===== config.mk =====
export PLATFORM = sky130hd
export DESIGN_NAME = uart_rx_frame_flat
export DESIGN_NICKNAME = d
export VERILOG_FILES = /design/src/rtl/uart_rx_frame_if.sv /design/src/rtl/uart_rx_frame.sv /design/src/flat_wrapper.sv
export SDC_FILE = /design/constraint.sdc
export NUM_CORES = 1
export LEC_CHECK = 0
export CORE_MARGIN = 2
export CORE_UTILIZATION = 58
export CTS_CLUSTER_DIAMETER = 30
export CTS_CLUSTER_SIZE = 12
export DETAILED_ROUTE_END_ITERATION = 7
export PLACE_DENSITY = 0.8
export SLEW_MARGIN = 20
export SYNTH_ARGS = -nofsm -noshare
export SYNTH_HDL_FRONTEND = slang
export SYNTH_SLANG_ARGS = --single-unit

===== constraint.sdc =====
create_clock -name clk -period 2.8 [get_ports clk]
set_input_delay 0.56 -clock clk [delete_from_list [all_inputs] [get_ports clk]]
set_output_delay 0.56 -clock clk [all_outputs]
set_load 0.005 [all_outputs]

===== src/rtl/uart_rx_frame_if.sv =====
// Line-side UART receiver port bundle.
// The line driver owns rx/work_fr; the receiver returns the decoded byte and status.
interface uart_rx_frame_if;
   localparam int unsigned DIV_W  = 12;
   localparam int unsigned DATA_W = 8;

   logic              rx;
   logic [DIV_W-1:0]  work_fr;
   logic [DATA_W-1:0] data_rx;
   logic              parity_rx;
   logic              parity_err;
   logic              frame_err;
   logic              ready;
   logic              busy;

   modport master (
      output rx, work_fr,
      input  data_rx, parity_rx, parity_err, frame_err, ready, busy
   );

   modport slave (
      input  rx, work_fr,
      output data_rx, parity_rx, parity_err, frame_err, ready, busy
   );
endinterface


===== src/rtl/uart_rx_frame.sv =====
// UART frame receiver: 1 start, 8 data LSB-first, optional parity, 1 stop.
// Reports the received byte with parity and framing error flags on a one-cycle ready strobe.
module uart_rx_frame #(
   parameter bit          PARITY_EN   = 1'b1,
   parameter bit          PARITY_ODD  = 1'b0,
   parameter int unsigned SYNC_STAGES = 2
) (
   input  logic           clk,
   input  logic           rst_n,
   uart_rx_frame_if.slave ifc
);
   localparam int unsigned DIV_W   = 12;
   localparam int unsigned DATA_W  = 8;
   localparam int unsigned IDX_W   = 3;
   localparam logic [DIV_W-1:0] DIV_MIN = DIV_W'(4);

   typedef enum logic [2:0] {
      S_IDLE, S_START, S_DATA, S_PARITY, S_STOP, S_BREAK
   } state_t;

   state_t                 state, state_n;
   logic [SYNC_STAGES-1:0] sync;
   logic                   rx_s, rx_prev, fall, tick;
   logic [DIV_W-1:0]       div_in, div_q, div_n, cnt, cnt_n;
   logic [IDX_W-1:0]       idx, idx_n;
   logic [DATA_W-1:0]      shreg, shreg_n, data_q, data_n;
   logic                   par_q, par_n;
   logic                   prx_q, prx_n, perr_q, perr_n, ferr_q, ferr_n;
   logic                   ready_q, ready_n, busy_q, busy_n;

   // Metastability chain; presets to idle-high so reset never looks like a start edge
   always_ff @(posedge clk or negedge rst_n) begin
      if (!rst_n) begin
         sync    <= '1;
         rx_prev <= 1'b1;
      end else begin
         sync    <= {sync[SYNC_STAGES-2:0], ifc.rx};
         rx_prev <= rx_s;
      end
   end

   assign rx_s   = sync[SYNC_STAGES-1];
   assign fall   = rx_prev & ~rx_s;
   assign tick   = (cnt == '0);
   assign div_in = (ifc.work_fr < DIV_MIN) ? DIV_MIN : ifc.work_fr;

   always_ff @(posedge clk or negedge rst_n) begin
      if (!rst_n) begin
         state   <= S_IDLE;
         div_q   <= DIV_MIN;
         cnt     <= '0;
         idx     <= '0;
         shreg   <= '0;
         par_q   <= 1'b0;
         data_q  <= '0;
         prx_q   <= 1'b0;
         perr_q  <= 1'b0;
         ferr_q  <= 1'b0;
         ready_q <= 1'b0;
         busy_q  <= 1'b0;
      end else begin
         state   <= state_n;
         div_q   <= div_n;
         cnt     <= cnt_n;
         idx     <= idx_n;
         shreg   <= shreg_n;
         par_q   <= par_n;
         data_q  <= data_n;
         prx_q   <= prx_n;
         perr_q  <= perr_n;
         ferr_q  <= ferr_n;
         ready_q <= ready_n;
         busy_q  <= busy_n;
      end
   end

   // Bit timing: the counter runs down to zero, the FSM acts on zero and reloads
   always_comb begin
      state_n = state;
      div_n   = div_q;
      cnt_n   = cnt;
      idx_n   = idx;
      shreg_n = shreg;
      par_n   = par_q;
      data_n  = data_q;
      prx_n   = prx_q;
      perr_n  = perr_q;
      ferr_n  = ferr_q;
      ready_n = 1'b0;

      unique case (state)
         S_IDLE: begin
            if (fall) begin
               div_n   = div_in;
               cnt_n   = (div_in >> 1) - DIV_W'(1);
               state_n = S_START;
            end
         end
         S_START: begin
            if (!tick) begin
               cnt_n = cnt - DIV_W'(1);
            end else if (rx_s) begin
               state_n = S_IDLE;
            end else begin
               cnt_n   = div_q - DIV_W'(1);
               idx_n   = '0;
               state_n = S_DATA;
            end
         end
         S_DATA: begin
            if (!tick) begin
               cnt_n = cnt - DIV_W'(1);
            end else begin
               shreg_n[idx] = rx_s;
               cnt_n        = div_q - DIV_W'(1);
               idx_n        = idx + IDX_W'(1);
               if (idx == IDX_W'(DATA_W - 1)) begin
                  state_n = PARITY_EN ? S_PARITY : S_STOP;
               end
            end
         end
         S_PARITY: begin
            if (!tick) begin
               cnt_n = cnt - DIV_W'(1);
            end else begin
               par_n   = rx_s;
               cnt_n   = div_q - DIV_W'(1);
               state_n = S_STOP;
            end
         end
         S_STOP: begin
            if (!tick) begin
               cnt_n = cnt - DIV_W'(1);
            end else begin
               data_n  = shreg;
               prx_n   = PARITY_EN & par_q;
               perr_n  = PARITY_EN & ((^{shreg, par_q}) != PARITY_ODD);
               ferr_n  = ~rx_s;
               ready_n = 1'b1;
               state_n = rx_s ? S_IDLE : S_BREAK;
            end
         end
         S_BREAK: begin
            if (rx_s) begin
               state_n = S_IDLE;
            end
         end
         default: state_n = S_IDLE;
      endcase

      busy_n = (state_n != S_IDLE);
   end

   assign ifc.data_rx    = data_q;
   assign ifc.parity_rx  = prx_q;
   assign ifc.parity_err = perr_q;
   assign ifc.frame_err  = ferr_q;
   assign ifc.ready      = ready_q;
   assign ifc.busy       = busy_q;
endmodule


===== src/flat_wrapper.sv =====
// flat-port wrapper written by rule: the top's interface ports become plain ports
module uart_rx_frame_flat 
#(
   parameter bit          PARITY_EN   = 1'b1,
   parameter bit          PARITY_ODD  = 1'b0,
   parameter int unsigned SYNC_STAGES = 2
)
  (clk, rst_n, ifc_rx, ifc_work_fr, ifc_data_rx, ifc_parity_rx, ifc_parity_err, ifc_frame_err, ifc_ready, ifc_busy);
  uart_rx_frame_if ifc_i ();
  input  logic clk;
  input  logic rst_n;
  input wire logic [$bits(ifc_i.rx)-1:0] ifc_rx;
  input wire logic [$bits(ifc_i.work_fr)-1:0] ifc_work_fr;
  output wire logic [$bits(ifc_i.data_rx)-1:0] ifc_data_rx;
  output wire logic [$bits(ifc_i.parity_rx)-1:0] ifc_parity_rx;
  output wire logic [$bits(ifc_i.parity_err)-1:0] ifc_parity_err;
  output wire logic [$bits(ifc_i.frame_err)-1:0] ifc_frame_err;
  output wire logic [$bits(ifc_i.ready)-1:0] ifc_ready;
  output wire logic [$bits(ifc_i.busy)-1:0] ifc_busy;
  assign ifc_i.rx = ifc_rx;
  assign ifc_i.work_fr = ifc_work_fr;
  assign ifc_data_rx = ifc_i.data_rx;
  assign ifc_parity_rx = ifc_i.parity_rx;
  assign ifc_parity_err = ifc_i.parity_err;
  assign ifc_frame_err = ifc_i.frame_err;
  assign ifc_ready = ifc_i.ready;
  assign ifc_busy = ifc_i.busy;
  uart_rx_frame #(.PARITY_EN(PARITY_EN), .PARITY_ODD(PARITY_ODD), .SYNC_STAGES(SYNC_STAGES)) u_core (.clk(clk), .rst_n(rst_n), .ifc(ifc_i));
endmodule

==> impl_metrics.tcl, run 1 <==
set metrics [dict create \
    ys.flop_type "dfrtp_1" \
    power.density_nw_per_um2 712.3 \
    fill_cells 442 \
    area_growth_syn_to_layout_pct 19.11 \
    cp.depth 10 \
    cts_tree "built" \
    initial_core_util_pct 59.95 \
    p_int_mw 1.744 \
    async_flop_share_pct 100.0 \
    cpPeakStageDelay_ns 0.66 \
    p_leak_nw 1.593 \
    core_area_um2 5473 \
    grt_max_degree 30 \
    max_freq_mhz 379.2 \
    die_w_um 79.21 \
    routedWlPerCell_um 16.37 \
    cp_max_fo 3 \
    hold_violations 0 \
    endpoint_kind "register" \
    holdBufCountCts 0 \
    cts_setup_buffers 0 \
    clock_latency_ns 0.32 \
    crit_chain "clkdlybuf4s50_1 > nor3_2 > nand3_2 > o21ai_2 > ha_1 > or4b_2 > nor3_2 > xor2_1 > nand2b_1 > o311ai_0" \
    wirelength_um 7090 \
    ctsRootBufferMaster "clkbuf_8" \
    instances_no_fill 433 \
    drive_above_1_share_pct 24.93 \
    p_comb_share_pct 35.3 \
    whs_ns 0.2543 \
    setup_violations 0 \
    hold_path.class "in -> async" \
    cp_top_family "simple AND/OR/NAND/NOR gates" \
    design.die.area_um2 6274 \
    seqCellArea_um2 1381 \
    arrival_ns 2.85 \
    worstPathRequired_ns 3.01 \
    overflow 0 \
    fin_crit_ns 2.637 \
    synth-compound-area-share_pct 18.38 \
    synth_top_family_by_area "compound AO/OA/AOI/OAI gates" \
    yosysUniqueCellTypes 65 \
    syn_area_um2 3281 \
    yosysSeqAreaShare_pct 42.11 \
    slew_headroom_pct 50.60 \
    clock_path_buffers 2 \
    rrSetupSlack_ns 0.19 \
    drtAntennaViolNets 0 \
    reg2reg_depth 7 \
    synth.area.mux_share_pct 9.878 \
    cp.buffers_inverters 1 \
    insertedDiodeCount 0 \
    fin_util_pct 71.40 \
    synth_nets 339 \
    final.setup.tns_ns 0 \
    multi_input_area_um2 1810 \
    clock_power_share_pct 19.9 \
    maxCapViolCount 0 \
    clock-sinks 55 \
    p_total_mw 2.783 \
    final.setup_skew_ns 0.01068 \
    postSynthAreaPerCell_um2 10.28 \
    placed_cells 425 \
    rows 27 \
    synth-seq-cells 55 \
    yosysWarningCount 0 \
    grtUsageTotal_pct 24.89 \
    min_period_over_period_pct 94.17 \
    drt_first_iter_violations 184 \
    reg2reg_from "u_core.cnt[0]$_DFFE_PN0P_" \
    cp-endpoint "u_core.cnt[10]$_DFFE_PN0P_" \
    ir_worst_vdd_mv 0.4196 \
    crit_path_start_kind "input port" \
    die_y_um 79.21 \
    pwr-share-seq_pct 44.8 \
    synthCells 319 \
    status "complete, no violations" \
    crit_start "ifc_work_fr[9]" \
    nNetsFinal 380 \
    gp_congestion 0.8728 \
    drc 0 \
    numCtsBuffers 5 \
    vias 2674 \
    cp_common_cell "nor3_2" \
    switching_share_pct 37.35 \
    synth-simple-area-share_pct 17.47 \
    hpwl_um 5259 \
    drt-pass1-iter-count 4 \
    numPortBuffers 27 \
    viasPerCell 6.176 \
    worst_pin_slew_ns 0.7390 \
    synth_edf_count 0 \
    slew_violations 0 \
    cts.clk_slew.worst_paths_ns 0.11 \
    io_pins 28 \
    crit_slowest_cell "or4b_2" \
    htreeDepth 2 \
    critPathKind "in -> reg" \
    grt_pass1_wl_um 12320 \
    antenna_found_initial 0 \
    timing.rr.end "u_core.shreg[2]$_DFFE_PN0P_" \
    yosys.area_share.xor_xnor_pct 6.674 \
    grt_pass1_vias 2619 \
    power.switching_mw 1.039 \
    synthAdderAreaFrac_pct 1.907 \
]
## worst min-delay path by stage
stage	from	to	slack (ns)	cells after the start
floorplan	rst_n	u_core.cnt[0]$_DFFE_PN0P_	0.26	0
global placement	u_core.sync[0]$_DFF_PN1_	u_core.sync[1]$_DFF_PN1_	0.35	0
detailed placement	u_core.sync[0]$_DFF_PN1_	u_core.sync[1]$_DFF_PN1_	0.35	0
CTS	rst_n	u_core.ifc.ready$_DFF_PN0_	0.29	1
global route	rst_n	u_core.ifc.ready$_DFF_PN0_	0.31	1
finish	rst_n	u_core.ifc.ready$_DFF_PN0_	0.25	1
## cell usage in the layout (no fill, tap or decap), drive strengths merged, types with 6 or more instances in the layout
| master | count |
|---|---|
| buf | 28 |
| nand2 | 12 |
| inv | 9 |
| nand3 | 7 |
| or4 | 6 |
| clkdlybuf4s50 | 26 |
| dfrtp | 51 |
| xor2 | 7 |
| nor4 | 6 |
| a21oi | 7 |
| mux2 | 27 |
| nor2 | 18 |
| xnor2 | 18 |
| o21ai | 25 |
| a211oi | 6 |
| nor3 | 13 |
| or3 | 6 |
## kinds of logic after synthesis
| family | after synthesis |
|---|---|
| flip-flops | 55 |
| XOR/XNOR | 25 |
| AO/OA/AOI/OAI | 85 |
| multiplexers | 29 |
| AND/OR/NAND/NOR | 92 |
| adder cells (fa/ha/maj) | 5 |
| buffers and inverters | 28 |
## per-stage QoR
step | setup WS [ns] | cell area, µm²
2_1_floorplan | 0.03798 | 3281
5_1_grt | -0.01309 | 3908
6_report | 0.1632 | 3908
3_5_place_dp | -0.3703 | 3764
4_1_cts | 0.007325 | 3884
3_3_place_gp | -0.2759 | 3764
## power by group through the flow
stage | clock network, mW | logic (mW) | registers [mW]
after CTS | 0.553 | 0.973 | 1.24
after global routing | 0.584 | 1.09 | 1.28
after global placement | 0 | 0.945 | 1.25
after detailed placement | 0 | 0.970 | 1.26
final | 0.554 | 0.981 | 1.25
after floorplan | 0 | 0.780 | 1.17
## state kept, by name, summed over array words and instances, names as in the netlist
name                   flops
u_core.sync                2
u_core.state               3
u_core.rx_prev             1
u_core.cnt                12
u_core.par_q               1
u_core.ifc.busy            1
u_core.ifc.ready           1
u_core.ifc.parity_err      1
u_core.idx                 3
u_core.div_q              12
u_core.shreg               8
u_core.ifc.data_rx         8
u_core.ifc.frame_err       1
u_core.ifc.parity_rx       1
## worst reg2reg max path, stage by stage (launching register included)
cell and delay (ns):
dfrtp_1 0.43, inv_1 0.07, ha_1 0.22, nor3b_2 0.47, nand4_2 0.25, or4_4 0.52, nor3b_2 0.19, mux2_1 0.35
## final cells by class
type | instances | area share (%)
Timing Repair Buffer | 54 | 12.30
Multi-Input combinational cell | 236 | 46.33
Tap cell | 72 | 2.305
Clock inverter | 3 | 1.185
Inverter | 8 | 0.7685
Sequential cell | 55 | 35.35
Clock buffer | 5 | 1.761
## layer usage
layer	vias to the layer above	wire [µm]	global-route usage (%)
li1	1285	-	-
met3	6	268	3.523
met5	-	0	0
met4	0	77	8.793
met2	77	3770	44.32
met1	1306	2974	30.77
## synthesized netlist by cell type (3+ instances only)
library cell	instances	share of area, %
mux2_1	3	1.0
o21ai_0	25	3.8
nand3_1	7	1.1
a21oi_1	6	0.92
a31oi_1	5	0.95
mux2_2	24	8.2
buf_2	4	0.61
o311ai_0	5	1.3
o211ai_1	3	0.69
or4_1	5	1.1
a211oi_1	5	1.1
nand2_1	12	1.4
or3_1	6	1.1
dfrtp_1	51	39
o31ai_1	4	0.92
nor3b_2	3	1.1
nor3_1	11	1.7
clkbuf_1	13	1.5
xnor2_1	18	4.8
or2_2	5	0.95
xor2_1	7	1.9
inv_1	8	0.92
nor2_1	18	2.1
nor4_1	4	0.76
nand2b_1	5	0.95
dfstp_2	4	3.2
ha_1	5	1.9
a22o_1	4	1.1
## timing repair
| action | 4_1_cts | 5_1_grt |
|---|---|---|
| endpoints found under the setup margin | 1 | 3 |
| cloned | 0 | 0 |
| pin swaps | 0 | 1 |
| resized for setup | 1 | 5 |
Note: power is estimated with default switching activity, not from simulation.
==> run 2, diff against run 1 <==
- CTS_BUF_LIST: not set -> sky130_fd_sc_hd__clkbuf_16
==> run 2 against run 1 <==
  * Utilization up 1.1 points
  * Design area increased by 1.5%
  * Global-route usage increased by 0.24 points
  * Critical path type is now reg -> reg
  * Register-to-register slack better by 0.03 ns
==> impl_metrics.tcl, run 2 (synthesis results as in run 1) <==
set metrics [dict create \
    cp.buffers_inverters 1 \
    initial_core_util_pct 59.95 \
    max_freq_mhz 388.1 \
    hold_path.class "in -> async" \
    cp_common_cell "nor3b_2" \
    nNetsFinal 380 \
    status "complete, no violations" \
    wirelength_um 7121 \
    worst_pin_slew_ns 0.7155 \
    reg2reg_depth 7 \
    numPortBuffers 27 \
    critPathKind "reg -> reg" \
    placed_cells 425 \
    instances_no_fill 433 \
    area_growth_syn_to_layout_pct 20.94 \
    whs_ns 0.2917 \
    min_period_over_period_pct 92.02 \
    timing.rr.end "u_core.shreg[1]$_DFFE_PN0P_" \
    drc 0 \
    design.die.area_um2 6274 \
    setup_violations 0 \
    final.setup_skew_ns 0.007834 \
    maxCapViolCount 0 \
    drive_above_1_share_pct 24.93 \
    fill_cells 434 \
    clock_latency_ns 0.30 \
    gp_congestion 0.8728 \
    insertedDiodeCount 0 \
    arrival_ns 2.76 \
    vias 2663 \
    top_regs "u_core.cnt x12, u_core.div_q x12" \
    grtUsageTotal_pct 25.13 \
    slew_violations 0 \
    p_leak_nw 1.620 \
    power.density_nw_per_um2 745.2 \
    cp_max_fo 7 \
    cpPeakStageDelay_ns 0.52 \
    core_area_um2 5473 \
    mostFrequentLayoutCell "dfrtp_1" \
    grt_pass1_wl_um 12470 \
    overflow 0 \
    htreeDepth 2 \
    hold_violations 0 \
    die_w_um 79.21 \
    most-common-layout-cells "dfrtp_1 (51), clkdlybuf4s50_1 (26), buf_4 (26)" \
    slew_headroom_pct 52.16 \
    endpoint_kind "register" \
    crit_path_start_kind "register" \
    numCtsBuffers 5 \
    io_pins 28 \
    ctsRootBufferMaster "clkbuf_16" \
    cts.clk_slew.worst_paths_ns 0.07 \
    hpwl_um 5259 \
    fin_crit_ns 2.577 \
    rsz0062_at_grt "no" \
    cts_tree "built" \
    viasPerCell 6.150 \
    antenna_found_initial 0 \
    clock_path_buffers 2 \
    rows 27 \
    reg2reg_from "u_core.cnt[0]$_DFFE_PN0P_" \
    drt-pass1-iter-count 4 \
    worstPathRequired_ns 2.98 \
    ir_worst_vdd_mv 0.4240 \
    clock-sinks 55 \
    drt_first_iter_violations 193 \
    grt_max_degree 30 \
    drtAntennaViolNets 0 \
    rrSetupSlack_ns 0.22 \
    cp_top_family "simple AND/OR/NAND/NOR gates" \
    crit_slowest_cell "or4_4" \
    grt_pass1_vias 2630 \
    crit_chain "inv_1 > ha_1 > nor3b_2 > nand4_2 > or4_4 > nor3b_2 > mux2_1" \
    routedWlPerCell_um 16.45 \
    die_y_um 79.21 \
]
==> run 2: per-stage QoR <==
stage	setup TNS (ns)	util (%)	power [mW]	cell area, µm²	worst slack, ns
2_1_floorplan	0	-	1.951	3281	0.03798
3_3_place_gp	-0.5857	68.77	2.190	3764	-0.2759
3_5_place_dp	-0.8721	68.77	2.230	3764	-0.3703
4_1_cts	0	72.18	2.950	3950	0.05509
5_1_grt	0	72.50	3.135	3968	0.05619
6_report	0	72.50	2.956	3968	0.2234
==> run 2: where the power goes <==
group	total, mW	switching, mW	leakage (nW)	internal, mW
combinational	0.984	0.499	0.837	0.486
sequential	1.25	0.260	0.703	0.990
clock	0.723	0.297	0.0804	0.426
==> run 2: layout make-up <==
cell class                      count  area, µm²  share of cell area, %
Tap cell                           72      90.09                  2.271
Clock buffer                        5      125.1                  3.154
Multi-Input combinational cell    236       1814                  45.73
Clock inverter                      3      46.29                  1.167
Sequential cell                    55       1381                  34.82
Timing Repair Buffer               54      480.5                  12.11
Inverter                            8      30.03                 0.7569
==> run 2: routing by layer <==
| metal | vias to the layer above | GRT usage, % | wire length, µm |
|---|---|---|---|
| li1 | 1279 | - | - |
| met1 | 1307 | 30.75 | 2922 |
| met2 | 67 | 45.34 | 3842 |
| met3 | 10 | 3.977 | 283 |
| met4 | 0 | 7.759 | 72 |
| met5 | - | 0 | 0 |
==> run 2: worst max-delay path by stage <==
stage	endpoint	start	cells after the start	slack (ns)
after detailed placement	u_core.cnt[10]$_DFFE_PN0P_	ifc_work_fr[11]	10	-0.37
after global placement	u_core.cnt[10]$_DFFE_PN0P_	ifc_work_fr[11]	10	-0.28
after floorplan	u_core.cnt[10]$_DFFE_PN0P_	ifc_work_fr[3]	10	0.04
final	u_core.shreg[1]$_DFFE_PN0P_	u_core.cnt[0]$_DFFE_PN0P_	7	0.22
after CTS	u_core.cnt[10]$_DFFE_PN0P_	ifc_work_fr[11]	10	0.06
after global routing	u_core.shreg[1]$_DFFE_PN0P_	u_core.cnt[0]$_DFFE_PN0P_	7	0.06
==> run 2: repair_timing <==
item | 4_1_cts | 5_1_grt
setup buffers | 0 | 0
endpoints found under the setup margin | 1 | 3
hold endpoints to repair | 0 | 0
pin swaps | 0 | 1
resized for setup | 3 | 4
hold buffers | 0 | 0
